## config.mk

```make
export PLATFORM = sky130hd
export DESIGN_NAME = execute_stage
export DESIGN_NICKNAME = d
export VERILOG_FILES = /design/src/rtl/exec_pkg.sv /design/src/rtl/execute_stage_mul.sv /design/src/rtl/execute_stage.sv
export SDC_FILE = /design/constraint.sdc
export NUM_CORES = 1
export LEC_CHECK = 0
export BUFFER_PORTS_ARGS = -buffer_cell sky130_fd_sc_hd__clkbuf_2
export CORE_UTILIZATION = 50
export CTS_BUF_LIST = sky130_fd_sc_hd__clkbuf_4 sky130_fd_sc_hd__clkbuf_8
export DETAILED_ROUTE_END_ITERATION = 16
export PLACE_DENSITY = 0.75
export RECOVER_POWER = 25
export SLEW_MARGIN = 30
export SYNTH_ARGS = -nofsm -noshare
export SYNTH_HDL_FRONTEND = slang
export SYNTH_HIERARCHICAL = 1
export SYNTH_SLANG_ARGS = --single-unit
```

## constraint.sdc

```tcl
create_clock -name clk -period 4.1 [get_ports clk]
set_input_delay 0.615 -clock clk [delete_from_list [all_inputs] [get_ports clk]]
set_output_delay 0.615 -clock clk [all_outputs]
set_load 0.02 [all_outputs]
```

## src/rtl/exec_pkg.sv

```systemverilog
// Shared types for the execute stage: ALU op encodings, FSM states and the control bundle.
// The multiply FSM types are only consumed when EXEC_MUL_EN is defined.
package exec_pkg;

    localparam int DATA_W = 16;

    typedef enum logic [2:0] {
        ALU_ADD = 3'b000,
        ALU_SUB = 3'b001,
        ALU_AND = 3'b010,
        ALU_OR  = 3'b011,
        ALU_XOR = 3'b100,
        ALU_SHL = 3'b101,
        ALU_SHR = 3'b110,
        ALU_MUL = 3'b111
    } alu_op_e;

    typedef enum logic {
        ST_IDLE = 1'b0,
        ST_BUSY = 1'b1
    } state_e;

    typedef struct packed {
        logic       wbs;
        logic       wme;
        logic [1:0] mm;
        logic       wm;
        logic       am;
        logic       ni;
    } ctrl_t;

    function automatic ctrl_t bubble_ctrl();
        ctrl_t c;
        c = '0;
        c.ni = 1'b1;
        return c;
    endfunction

    // MUL is not handled here; it yields 0 so the single-cycle build can reuse this directly.
    function automatic logic [DATA_W-1:0] alu_single(input alu_op_e op,
                                                     input logic [DATA_W-1:0] a,
                                                     input logic [DATA_W-1:0] b);
        logic [DATA_W-1:0] r;
        r = '0;
        case (op)
            ALU_ADD: r = a + b;
            ALU_SUB: r = a - b;
            ALU_AND: r = a & b;
            ALU_OR:  r = a | b;
            ALU_XOR: r = a ^ b;
            ALU_SHL: r = a << b[3:0];
            ALU_SHR: r = a >> b[3:0];
            default: r = '0;
        endcase
        return r;
    endfunction

endpackage

```

## src/rtl/execute_stage_mul.sv

```systemverilog
// mul_iter16: 16-step shift-add multiplier (low DATA_W bits of the product).
// Built only when EXEC_MUL_EN is defined.
`ifdef EXEC_MUL_EN
module mul_iter16 #(
    parameter int W     = exec_pkg::DATA_W,
    parameter int STEPS = 16
) (
    input  logic         clk,
    input  logic         rst_n,
    input  logic         start,
    input  logic         step,
    input  logic         clear,
    input  logic [W-1:0] a_in,
    input  logic [W-1:0] b_in,
    output logic [W-1:0] product_out,
    output logic         done_out
);
    localparam int CW = $clog2(STEPS);

    logic [W-1:0]  mcand_q, mcand_d;
    logic [W-1:0]  mplier_q, mplier_d;
    logic [W-1:0]  acc_q, acc_d;
    logic [CW-1:0] cnt_q, cnt_d;
    logic [W-1:0]  acc_step;

    always_ff @(posedge clk) begin
        if (!rst_n) begin
            mcand_q  <= '0;
            mplier_q <= '0;
            acc_q    <= '0;
            cnt_q    <= '0;
        end else begin
            mcand_q  <= mcand_d;
            mplier_q <= mplier_d;
            acc_q    <= acc_d;
            cnt_q    <= cnt_d;
        end
    end

    // The accumulator after the current step, so the final product is usable on the last edge.
    always_comb begin
        acc_step = acc_q + (mplier_q[0] ? mcand_q : '0);
    end

    always_comb begin
        mcand_d  = mcand_q;
        mplier_d = mplier_q;
        acc_d    = acc_q;
        cnt_d    = cnt_q;
        if (clear) begin
            cnt_d = '0;
        end else if (start) begin
            mcand_d  = a_in;
            mplier_d = b_in;
            acc_d    = '0;
            cnt_d    = '0;
        end else if (step) begin
            acc_d    = acc_step;
            mcand_d  = mcand_q << 1;
            mplier_d = mplier_q >> 1;
            cnt_d    = cnt_q + 1'b1;
        end
    end

    assign product_out = acc_step;
    assign done_out    = (cnt_q == CW'(STEPS - 1));

endmodule
`endif

```

## src/rtl/execute_stage.sv

```systemverilog
// Execute stage: single-cycle ALU plus optional 16-cycle iterative MUL (macro EXEC_MUL_EN).
// Without EXEC_MUL_EN, ALUop 111 returns 0 in one cycle and stall_out is tied low.
module execute_stage #(
    parameter int DATA_W     = 16,
    parameter int MUL_CYCLES = 16
) (
    input  logic              clk,
    input  logic              rst_n,
    input  logic              wbs_in,
    input  logic              wme_in,
    input  logic              wm_in,
    input  logic              am_in,
    input  logic              ni_in,
    input  logic [1:0]        mm_in,
    input  logic [2:0]        ALUop_in,
    input  logic [DATA_W-1:0] srcA_in,
    input  logic [DATA_W-1:0] srcB_in,
    input  logic              flush_in,
    output logic              stall_out,
    output logic              wbs_out,
    output logic              wme_out,
    output logic              wm_out,
    output logic              am_out,
    output logic              ni_out,
    output logic [1:0]        mm_out,
    output logic [DATA_W-1:0] result_out,
    output logic              zero_out,
    output logic              neg_out
);
    import exec_pkg::*;

    if (DATA_W != 16 || MUL_CYCLES != DATA_W) begin : g_cfg_check
        $error("execute_stage supports only DATA_W = MUL_CYCLES = 16");
    end

    ctrl_t             ctrl_in;
    logic [DATA_W-1:0] alu_res;
    logic              is_mul;

    ctrl_t             ctrl_q, ctrl_d;
    logic [DATA_W-1:0] result_q, result_d;
    logic              zero_q, zero_d;
    logic              neg_q, neg_d;
    logic              out_valid;

    assign ctrl_in = '{wbs: wbs_in, wme: wme_in, mm: mm_in, wm: wm_in, am: am_in, ni: ni_in};
    assign is_mul  = (alu_op_e'(ALUop_in) == ALU_MUL);

    always_comb begin
        alu_res = alu_single(alu_op_e'(ALUop_in), srcA_in, srcB_in);
    end

`ifdef EXEC_MUL_EN
    // state   | meaning
    // IDLE    | accepting ops; single-cycle results or MUL start
    // BUSY    | shift-add in progress; live inputs ignored
    state_e            state_q, state_d;
    ctrl_t             mul_ctrl_q, mul_ctrl_d;
    logic              mul_start, mul_step, mul_done;
    logic [DATA_W-1:0] mul_prod;

    assign mul_start = (state_q == ST_IDLE) && is_mul && !ni_in && !flush_in;
    assign mul_step  = (state_q == ST_BUSY) && !flush_in;

    mul_iter16 #(.W(DATA_W), .STEPS(MUL_CYCLES)) u_mul (
        .clk         (clk),
        .rst_n       (rst_n),
        .start       (mul_start),
        .step        (mul_step),
        .clear       (flush_in),
        .a_in        (srcA_in),
        .b_in        (srcB_in),
        .product_out (mul_prod),
        .done_out    (mul_done)
    );

    always_ff @(posedge clk) begin
        if (!rst_n) begin
            state_q    <= ST_IDLE;
            mul_ctrl_q <= bubble_ctrl();
        end else begin
            state_q    <= state_d;
            mul_ctrl_q <= mul_ctrl_d;
        end
    end

    always_comb begin
        state_d    = state_q;
        mul_ctrl_d = mul_ctrl_q;
        if (flush_in) begin
            state_d = ST_IDLE;
        end else begin
            case (state_q)
                ST_IDLE: begin
                    if (mul_start) begin
                        state_d    = ST_BUSY;
                        mul_ctrl_d = ctrl_in;
                    end
                end
                ST_BUSY: begin
                    if (mul_done) begin
                        state_d = ST_IDLE;
                    end
                end
                default: state_d = ST_IDLE;
            endcase
        end
    end

    always_comb begin
        stall_out = 1'b0;
        ctrl_d    = bubble_ctrl();
        result_d  = '0;
        out_valid = 1'b0;
        if (!flush_in) begin
            case (state_q)
                ST_IDLE: begin
                    stall_out = is_mul && !ni_in;
                    if (!ni_in && !is_mul) begin
                        ctrl_d    = ctrl_in;
                        result_d  = alu_res;
                        out_valid = 1'b1;
                    end
                end
                ST_BUSY: begin
                    stall_out = !mul_done;
                    if (mul_done) begin
                        ctrl_d    = mul_ctrl_q;
                        result_d  = mul_prod;
                        out_valid = 1'b1;
                    end
                end
                default: stall_out = 1'b0;
            endcase
        end
    end
`else
    always_comb begin
        stall_out = 1'b0;
        ctrl_d    = bubble_ctrl();
        result_d  = '0;
        out_valid = 1'b0;
        if (!flush_in && !ni_in) begin
            ctrl_d    = ctrl_in;
            result_d  = alu_res;
            out_valid = 1'b1;
        end
    end
`endif

    // Bubbles carry zero flags even though their result is 0.
    always_comb begin
        zero_d = out_valid && (result_d == '0);
        neg_d  = out_valid && result_d[DATA_W-1];
    end

    always_ff @(posedge clk) begin
        if (!rst_n) begin
            ctrl_q   <= bubble_ctrl();
            result_q <= '0;
            zero_q   <= 1'b0;
            neg_q    <= 1'b0;
        end else begin
            ctrl_q   <= ctrl_d;
            result_q <= result_d;
            zero_q   <= zero_d;
            neg_q    <= neg_d;
        end
    end

    assign wbs_out    = ctrl_q.wbs;
    assign wme_out    = ctrl_q.wme;
    assign wm_out     = ctrl_q.wm;
    assign am_out     = ctrl_q.am;
    assign ni_out     = ctrl_q.ni;
    assign mm_out     = ctrl_q.mm;
    assign result_out = result_q;
    assign zero_out   = zero_q;
    assign neg_out    = neg_q;

endmodule

```

==> results of run 1 <==
-- final cells by class --
class / count / share of cell area (%)
multi-input cells: 442 / 71.6
repair buffers: 90 / 10.8
flip-flops and latches: 24 / 10.4
inverters: 36 / 2.93
well taps: 102 / 2.76
clock buffers: 3 / 0.895
clock inverters: 1 / 0.651
-- registers in the layout (all words and copies together) (netlist names) --
register,flops
zero_out,1
result_out,16
wm_out,1
wme_out,1
am_out,1
ni_out,1
wbs_out,1
mm_out,2
-- cell families after synthesis --
family,count (synthesis),synth area share (%)
AOI/OAI and AO/OA,138,22.9
DFF,24,11.8
and+or+nand+nor,178,21.6
muxes,51,15.8
xor gates and xnor gates,24,5.16
adders and majority gates,50,15.5
buffers and inverters,71,7.15
other,1,0.0920
-- path summary, 6_finish.rpt --
kind / start / to / depth (start not counted)
setup / recovery: ALUop_in[1] / zero_out / 14
hold / removal: wme_in / wme_out / 2
-- through the flow --
stage          util [%]  setup slack (ns)  total power, W  instance area (sq um)  hold slack, ns
2_1_floorplan         -            0.0566        0.000623                   4080           0.761
3_3_place_gp       58.3             0.270        0.000778                   4550           0.845
3_5_place_dp       58.3             0.165        0.000789                   4550           0.851
4_1_cts            59.2             0.423        0.000995                   4620           0.570
5_1_grt            59.1             0.123         0.00106                   4620           0.582
6_report           59.1             0.349         0.00100                   4620           0.576
-- layer usage --
layer,vias up,global-route usage [%],wire (um)
met3,27,4.76,1230
met5,-,0,0
met1,2085,44.4,5900
met4,0,8.46,308
met2,226,56.5,6530
li1,2079,-,-
-- cells in the final DEF, fill, tap and decap left out, drive strengths merged, types with 6 or more instances in the layout --
cell type / n
clkbuf: 72
nor2: 51
ha: 49
nand2: 38
inv: 36
mux2i: 32
a21oi: 30
dfxtp: 24
buf: 21
xnor2: 18
nor3: 17
o21ai: 17
o22ai: 14
a22oi: 14
a31oi: 12
and3: 12
nand2b: 10
nor2b: 10
mux2: 10
and2: 9
mux4: 9
nand3: 8
xor2: 6
-- cell usage after synthesis, types with 17 or more instances --
cell	count	area share (%)
o21ai_0	17	2.1
xnor2_1	18	3.9
clkbuf_1	22	2.0
nand2_1	38	3.5
ha_1	49	15
mux2i_1	32	7.9
nor3_1	17	2.1
inv_1	34	3.1
nor2_1	51	4.7
dfxtp_1	24	12
a21oi_1	30	3.7
-- power by group through the flow --
stage	Clock, W	Sequential, W	Combinational (W)
finish	0.000203	0.000243	0.000555
floorplan	0	0.000258	0.000364
global route	0.000217	0.000243	0.000604
detailed placement	0	0.000248	0.000541
CTS	0.000208	0.000243	0.000545
global placement	0	0.000248	0.000530
==> reports/qor.yml, run 1 <==
global_routing:
  grt_pass1_vias: 4117
  grt_max_degree: 36
  antenna_found_initial: 0
  grt_overflow: 0
  grt_util_all_layers_pct: 33.3
  grt_pass1_wl_mm: 22.2
placed_design:
  portBuffers: 69
  routabilityCongestion: 1.01
  hpwl_mm: 11.2
  dp_cells: 694
cells_and_area:
  drive_gt1_share_pct: 19.5
  antennaDiodeCount: 0
  fin_cells: 698
  fillCellCount: 751
  fin_nets: 692
  area_growth_pct: 13.2
  multiInputGateArea_sq_um: 3300
  final-seq-area_sq_um: 480
clock_tree:
  cts_resized: 0
  path_clk_slew_ns: 0.08
  cts_hold_buf: 0
  htreeDepth: 1
  cts_root_buffer: "clkbuf_8"
  postCtsSetupBuffers: 0
  numCtsBuffers: 3
  clock-sinks: 24
  cts_tree: "yes"
  clk_path_buf_depth: 2
floorplan:
  dieArea_sq_um: 8520
  die_y_um: 92.3
  row_count: 32
  die_w_um: 92.3
  initial_core_util_pct: 52.2
  ioPinCount: 71
  coreArea_sq_um: 7810
worst_hold_path:
  hp-class: "in2reg"
power_and_ir_drop:
  irDropWorstVdd_mv: 0.125
  p_comb_share_pct: 55.5
  power_switching_w: 0.000405
  pwr-share-clk_pct: 20.3
  leakage_nw: 2.20
  p_int_w: 0.000596
  power_density_nw_per_um2: 217
  swShare_pct: 40.5
  pwr-share-seq_pct: 24.3
timing:
  finalHoldViolCount: 0
  slew_headroom_pct: 55.3
  finalSetupViolCount: 0
  rsz0062_at_grt: "false"
  fmax_ghz: 0.267
  drv_slew: 0
  worst_pin_slew_ns: 0.663
  finalSetupTns_ns: 0
  final.min_clock_period_ns: 3.75
  post-route-period-util_pct: 91.5
critical_path:
  endpoint_kind: "register"
  cpPeakStageDelay_ns: 0.42
  cp-start-kind: "primary input"
  cp_slowest_cell: "fa_1"
  worstPathCellList: "clkbuf_2 > nor2_1 > nand2_1 > a21o_1 > fa_1 > nand2b_1 > a21oi_1 > xor2_1 > a221oi_1 > a21oi_1 > a2111o_1 > nor4_1 > nand4_1 > nor4_2"
  crit_fanout: 8
  path_delay_family: "compound AO/OA/AOI/OAI gates"
  critical_path.most_common_cell: "a21oi_1"
  required_ns: 4.28
  crit_type: "in2reg"
  worstPathArrival_ns: 3.93
  crit_buf_inv: 1
flow_run:
  maxCapViolCount: 0
drt:
  vias_per_cell: 6.33
  wl_per_cell_um: 20.0
  wirelength_mm: 14.0
  drtAntennaViolNets: 0
  drt_iter0_drc: 339
  vias: 4417
  first_pass_iters: 5
  route.detailed.drc: 0
status:
  outcome: "complete, no violations"
logic_synthesis:
  synth_edf_count: 0
  yosys_warnings: 6
  synth_sequential_area_ratio_pct: 11.8
  async_flop_share_pct: 0
  synth_nets: 632
  ys_types: 64
  synth.avg_cell_area_sq_um: 7.59
  ys_seq_elements: 24
  synth-main-ff-cell: "dfxtp_1"
  syn_inst: 537
  syn_area_sq_um: 4080
(Power assumes the default switching activity.)
==> run 2: changes to the inputs <==
--- a/config.mk
+++ b/config.mk
@@ -6,10 +6,12 @@
 export NUM_CORES = 1
 export LEC_CHECK = 0
 export BUFFER_PORTS_ARGS = -buffer_cell sky130_fd_sc_hd__clkbuf_2
-export CORE_UTILIZATION = 50
+export CELL_PAD_IN_SITES_DETAIL_PLACEMENT = 1
+export CELL_PAD_IN_SITES_GLOBAL_PLACEMENT = 1
+export CORE_UTILIZATION = 39
 export CTS_BUF_LIST = sky130_fd_sc_hd__clkbuf_4 sky130_fd_sc_hd__clkbuf_8
 export DETAILED_ROUTE_END_ITERATION = 16
-export PLACE_DENSITY = 0.75
+export PLACE_DENSITY_LB_ADDON = 0.1
 export RECOVER_POWER = 25
 export SLEW_MARGIN = 30
 export SYNTH_ARGS = -nofsm -noshare
==> run 2 against run 1 <==
- final cell count rose by 5.0%
- worst hold slack improved by 0.0048 ns
- fmax rose by 2.1%
- critical path type unchanged
==> reports/qor.yml, run 2 (synthesis results as in run 1) <==
status:
  outcome: "complete, no violations"
critical_path:
  cp-start-kind: "primary input"
  cp-endpoint: "result_out[15]"
  worstPathCellList: "clkbuf_2 > inv_1 > ha_1 > nand3_1 > nor3_1 > nor2_1 > xnor2_1 > ha_1 > and3_1 > nand2_1 > o22a_1 > a31oi_1 > a31oi_1 > xnor2_1 > nor2_1 > o211a_1"
  required_ns: 4.25
  endpoint_kind: "register"
  crit_type: "in2reg"
  startpoint: "srcB_in[1]"
  cp_slowest_cell: "nor3_1"
  cpPeakStageDelay_ns: 0.39
  worstPathArrival_ns: 3.83
  crit_fanout: 6
floorplan:
  die_y_um: 104
  dieArea_sq_um: 10900
  initial_core_util_pct: 41.0
  row_count: 36
  ioPinCount: 71
  die_w_um: 104
  coreArea_sq_um: 9950
timing:
  slew_headroom_pct: 53.2
  post-route-period-util_pct: 89.6
  postLayoutSetupSlackWorst_ns: 0.426
  fmax_ghz: 0.272
  final.min_clock_period_ns: 3.67
  finalSetupTns_ns: 0
  rsz0062_at_grt: "false"
  drv_slew: 0
  finalHoldViolCount: 0
  worst_pin_slew_ns: 0.694
  finalSetupViolCount: 0
cells_and_area:
  fin_nets: 696
  drive_gt1_share_pct: 20.0
  antennaDiodeCount: 0
  area_growth_pct: 14.5
  fin_cells: 733
  largest_reg_flops: 16
  post-route-cell-area_sq_um: 4670
  final_cell_mix: "clkbuf_2 (64), nor2_1 (51), ha_1 (49)"
  final_common_cell: "clkbuf_2"
global_routing:
  grt_pass1_vias: 4517
  grt_max_degree: 37
  grt_pass1_wl_mm: 25.4
  grt_util_all_layers_pct: 29.9
  antenna_found_initial: 0
  grt_overflow: 0
drt:
  vias_per_cell: 6.07
  drt_iter0_drc: 278
  wirelength_mm: 16.0
  drtAntennaViolNets: 0
  first_pass_iters: 5
  route.detailed.drc: 0
  vias: 4446
  wl_per_cell_um: 21.9
power_and_ir_drop:
  power_switching_w: 0.000418
  power_density_nw_per_um2: 208
  p_comb_share_pct: 59.1
  swShare_pct: 43.0
  leakage_nw: 2.21
  pwr-share-seq_pct: 25.0
  pwr-share-clk_pct: 15.9
  irDropWorstVdd_mv: 0.127
  p_int_w: 0.000554
placed_design:
  routabilityCongestion: 0.937
  hpwl_mm: 13.0
  dp_cells: 729
  place_ws_ns: 0.220
  placedInstanceArea_sq_um: 4620
  portBuffers: 69
clock_tree:
  path_clk_slew_ns: 0.08
  htreeDepth: 1
  clock-sinks: 24
  clk_path_buf_depth: 2
  postCtsSetupBuffers: 0
  numCtsBuffers: 3
  cts_hold_buf: 0
  cts_tree: "yes"
  cts_root_buffer: "clkbuf_8"
  cts_resized: 0
worst_hold_path:
  hp-class: "in2reg"
flow_run:
  maxCapViolCount: 0
==> run 2: cell count changes in the layout (fill, tap and decap cells not counted), sizes merged <==
cell / previous run / this run
bufinv: 1 / 0
clkbuf: 72 / 73
buf: 21 / 25
==> run 2: stage by stage <==
step	hold WS, ns	total power, W	utilization (%)
final	0.580	0.000972	46.9
after global placement	0.847	0.000797	46.4
after floorplan	0.761	0.000623	-
after CTS	0.576	0.000970	47.0
after detailed placement	0.851	0.000814	46.4
after global routing	0.576	0.00104	46.9
==> run 2: layout make-up <==
class                           instances  area, sq um
Clock buffer                            4         55.1
Fill cell                            1300         5290
Inverter                               36          135
Multi-Input combinational cell        442         3300
Sequential cell                        24          480
Tap cell                              133          166
Timing Repair Buffer                   94          527
==> run 2: metal layers <==
layer  GRT usage [%]  wire [um]
met1            41.8       7280
met2            50.0       7630
met3            3.45        933
met4            4.69        199
met5               0          0
==> run 2: worst min path at each step <==
stage / startpoint / to / cells after the start
CTS: am_in / am_out / 2
global placement: am_in / am_out / 2
floorplan: rst_n / am_out / 1
global route: am_in / am_out / 2
finish: am_in / am_out / 2
detailed placement: am_in / am_out / 2
==> run 2: power by group through the flow <==
stage | clock network [W] | logic (W) | registers [W]
6_report | 0.000155 | 0.000575 | 0.000243
5_1_grt | 0.000172 | 0.000626 | 0.000244
4_1_cts | 0.000159 | 0.000569 | 0.000243
3_5_place_dp | 0 | 0.000565 | 0.000248
3_3_place_gp | 0 | 0.000549 | 0.000248
2_1_floorplan | 0 | 0.000364 | 0.000258
==> run 2: worst max-delay path: cells and delay by family <==
family,cells,cell delay (ns)
compound gates,4,0.87
fa+ha+maj,2,0.62
xor+xnor,2,0.44
simple gates,6,1.09
buf+inv,2,0.20
==> run 3: changes to the inputs <==
--- a/config.mk
+++ b/config.mk
@@ -11,7 +11,7 @@
 export CORE_UTILIZATION = 39
 export CTS_BUF_LIST = sky130_fd_sc_hd__clkbuf_4 sky130_fd_sc_hd__clkbuf_8
 export DETAILED_ROUTE_END_ITERATION = 16
-export PLACE_DENSITY_LB_ADDON = 0.1
+export PLACE_DENSITY_LB_ADDON = 0.12
 export RECOVER_POWER = 25
 export SLEW_MARGIN = 30
 export SYNTH_ARGS = -nofsm -noshare
==> run 3 against run 2 <==
- non-clock buffer count is 3 higher
- critical endpoint is now zero_out
- highest routed layer unchanged
- flip-flop and latch count did not move
- count of clock-buffer cells in the layout is the same
- largest cell class unchanged
- critical path depth is 2 lower
==> reports/qor.yml, run 3 (synthesis results as in run 1) <==
critical_path:
  cp_slowest_cell: "a2111o_1"
  startpoint: "ALUop_in[1]"
  cpPeakStageDelay_ns: 0.44
  cp-endpoint: "zero_out"
  endpoint_kind: "register"
  crit_fanout: 8
  worstPathCellList: "clkbuf_2 > nor2_1 > nand2_1 > a21o_1 > fa_1 > nand2b_1 > a21oi_1 > xor2_1 > a221oi_1 > a21oi_1 > a2111o_1 > nor4_1 > nand4_1 > nor4_2"
  critical_path.most_common_cell: "a21oi_1"
  cp-start-kind: "primary input"
  crit_type: "in2reg"
  worstPathArrival_ns: 3.90
  required_ns: 4.28
cells_and_area:
  antennaDiodeCount: 0
  fin_nets: 699
  fillCellCount: 1279
  final_common_cell: "clkbuf_2"
  post-route-cell-area_sq_um: 4700
  largest_reg_flops: 16
  final_cell_mix: "clkbuf_2 (64), nor2_1 (51), ha_1 (49)"
  area_growth_pct: 15.2
  drive_gt1_share_pct: 20.6
  fin_cells: 736
global_routing:
  grt_util_all_layers_pct: 30.0
  antenna_found_initial: 0
  grt_pass1_wl_mm: 25.5
  grt_max_degree: 36
  grt_pass1_vias: 4547
  grt_overflow: 0
drt:
  wl_per_cell_um: 21.7
  vias_per_cell: 5.97
  route.detailed.drc: 0
  wirelength_mm: 16.0
  drtAntennaViolNets: 0
  vias: 4392
  drt_iter0_drc: 306
  first_pass_iters: 4
placed_design:
  portBuffers: 69
  routabilityCongestion: 0.931
  hpwl_mm: 13.1
  placedInstanceArea_sq_um: 4640
  dp_cells: 732
clock_tree:
  path_clk_slew_ns: 0.08
  cts_hold_buf: 0
  clock-sinks: 24
  numCtsBuffers: 3
  htreeDepth: 1
  cts_resized: 0
  clk_path_buf_depth: 2
  cts_root_buffer: "clkbuf_8"
  cts_tree: "yes"
  postCtsSetupBuffers: 0
timing:
  final.min_clock_period_ns: 3.72
  drv_slew: 0
  finalSetupTns_ns: 0
  slew_headroom_pct: 56.6
  worst_pin_slew_ns: 0.648
  rsz0062_at_grt: "false"
  finalHoldViolCount: 0
  fmax_ghz: 0.269
  post-route-period-util_pct: 90.7
  finalSetupViolCount: 0
floorplan:
  ioPinCount: 71
  coreArea_sq_um: 9950
  row_count: 36
  dieArea_sq_um: 10900
  initial_core_util_pct: 41.0
  die_y_um: 104
  die_w_um: 104
power_and_ir_drop:
  power_density_nw_per_um2: 208
  power_w: 0.000975
  leakage_nw: 2.22
  irDropWorstVdd_mv: 0.132
status:
  outcome: "complete, no violations"
flow_run:
  maxCapViolCount: 0
worst_hold_path:
  hp-class: "in2reg"
-- run 3: cell types whose count changed in the layout (fill, tap and decap cells not counted), sizes merged --
cell,previous run,this run
buf,25,28
-- run 3: power by group --
group          internal, W  total (W)  switching [W]
Clock            0.0000855   0.000156      0.0000703
Sequential        0.000241   0.000243     0.00000219
Combinational     0.000231   0.000576       0.000345
Total             0.000557   0.000975       0.000418
-- run 3: through the flow --
stage	hold WS, ns	utilization (%)	setup slack, ns
2_1_floorplan	0.761	-	0.0566
3_3_place_gp	0.846	46.6	0.210
3_5_place_dp	0.854	46.6	0.171
4_1_cts	0.580	47.2	0.442
5_1_grt	0.573	47.2	0.0872
6_report	0.586	47.2	0.381
-- run 3: per-layer routing --
metal	wire, um	global-route usage [%]	vias to the layer above
li1	-	-	2080
met1	7690	42.0	2178
met2	7440	50.3	118
met3	700	3.32	16
met4	170	3.98	0
met5	0	0	-
-- run 3: layout make-up --
cell class | count | area [sq um] | area share, %
multi-input cells | 442 | 3310 | 70.5
repair buffers | 97 | 549 | 11.7
flip-flops and latches | 24 | 480 | 10.2
well taps | 133 | 166 | 3.54
inverters | 36 | 135 | 2.88
clock buffers | 4 | 55.1 | 1.17
-- run 3: how the worst min path moves through the flow --
stage,from,cells past startpoint,endpoint,slack (ns)
5_1_grt,mm_in[0],2,mm_out[0],0.57
6_report,mm_in[0],2,mm_out[0],0.59
3_5_place_dp,wbs_in,2,wbs_out,0.85
2_1_floorplan,rst_n,1,am_out,0.76
4_1_cts,mm_in[0],2,mm_out[0],0.58
3_3_place_gp,wm_in,2,wm_out,0.85
-- run 3: worst max-delay path: cells and delay by family --
family	cells	cell delay, ns
AO/OA/AOI/OAI	5	1.47
AND/OR/NAND/NOR	6	1.22
adder cells (fa/ha/maj)	1	0.42
buffers and inverters	1	0.09
XOR/XNOR	1	0.09
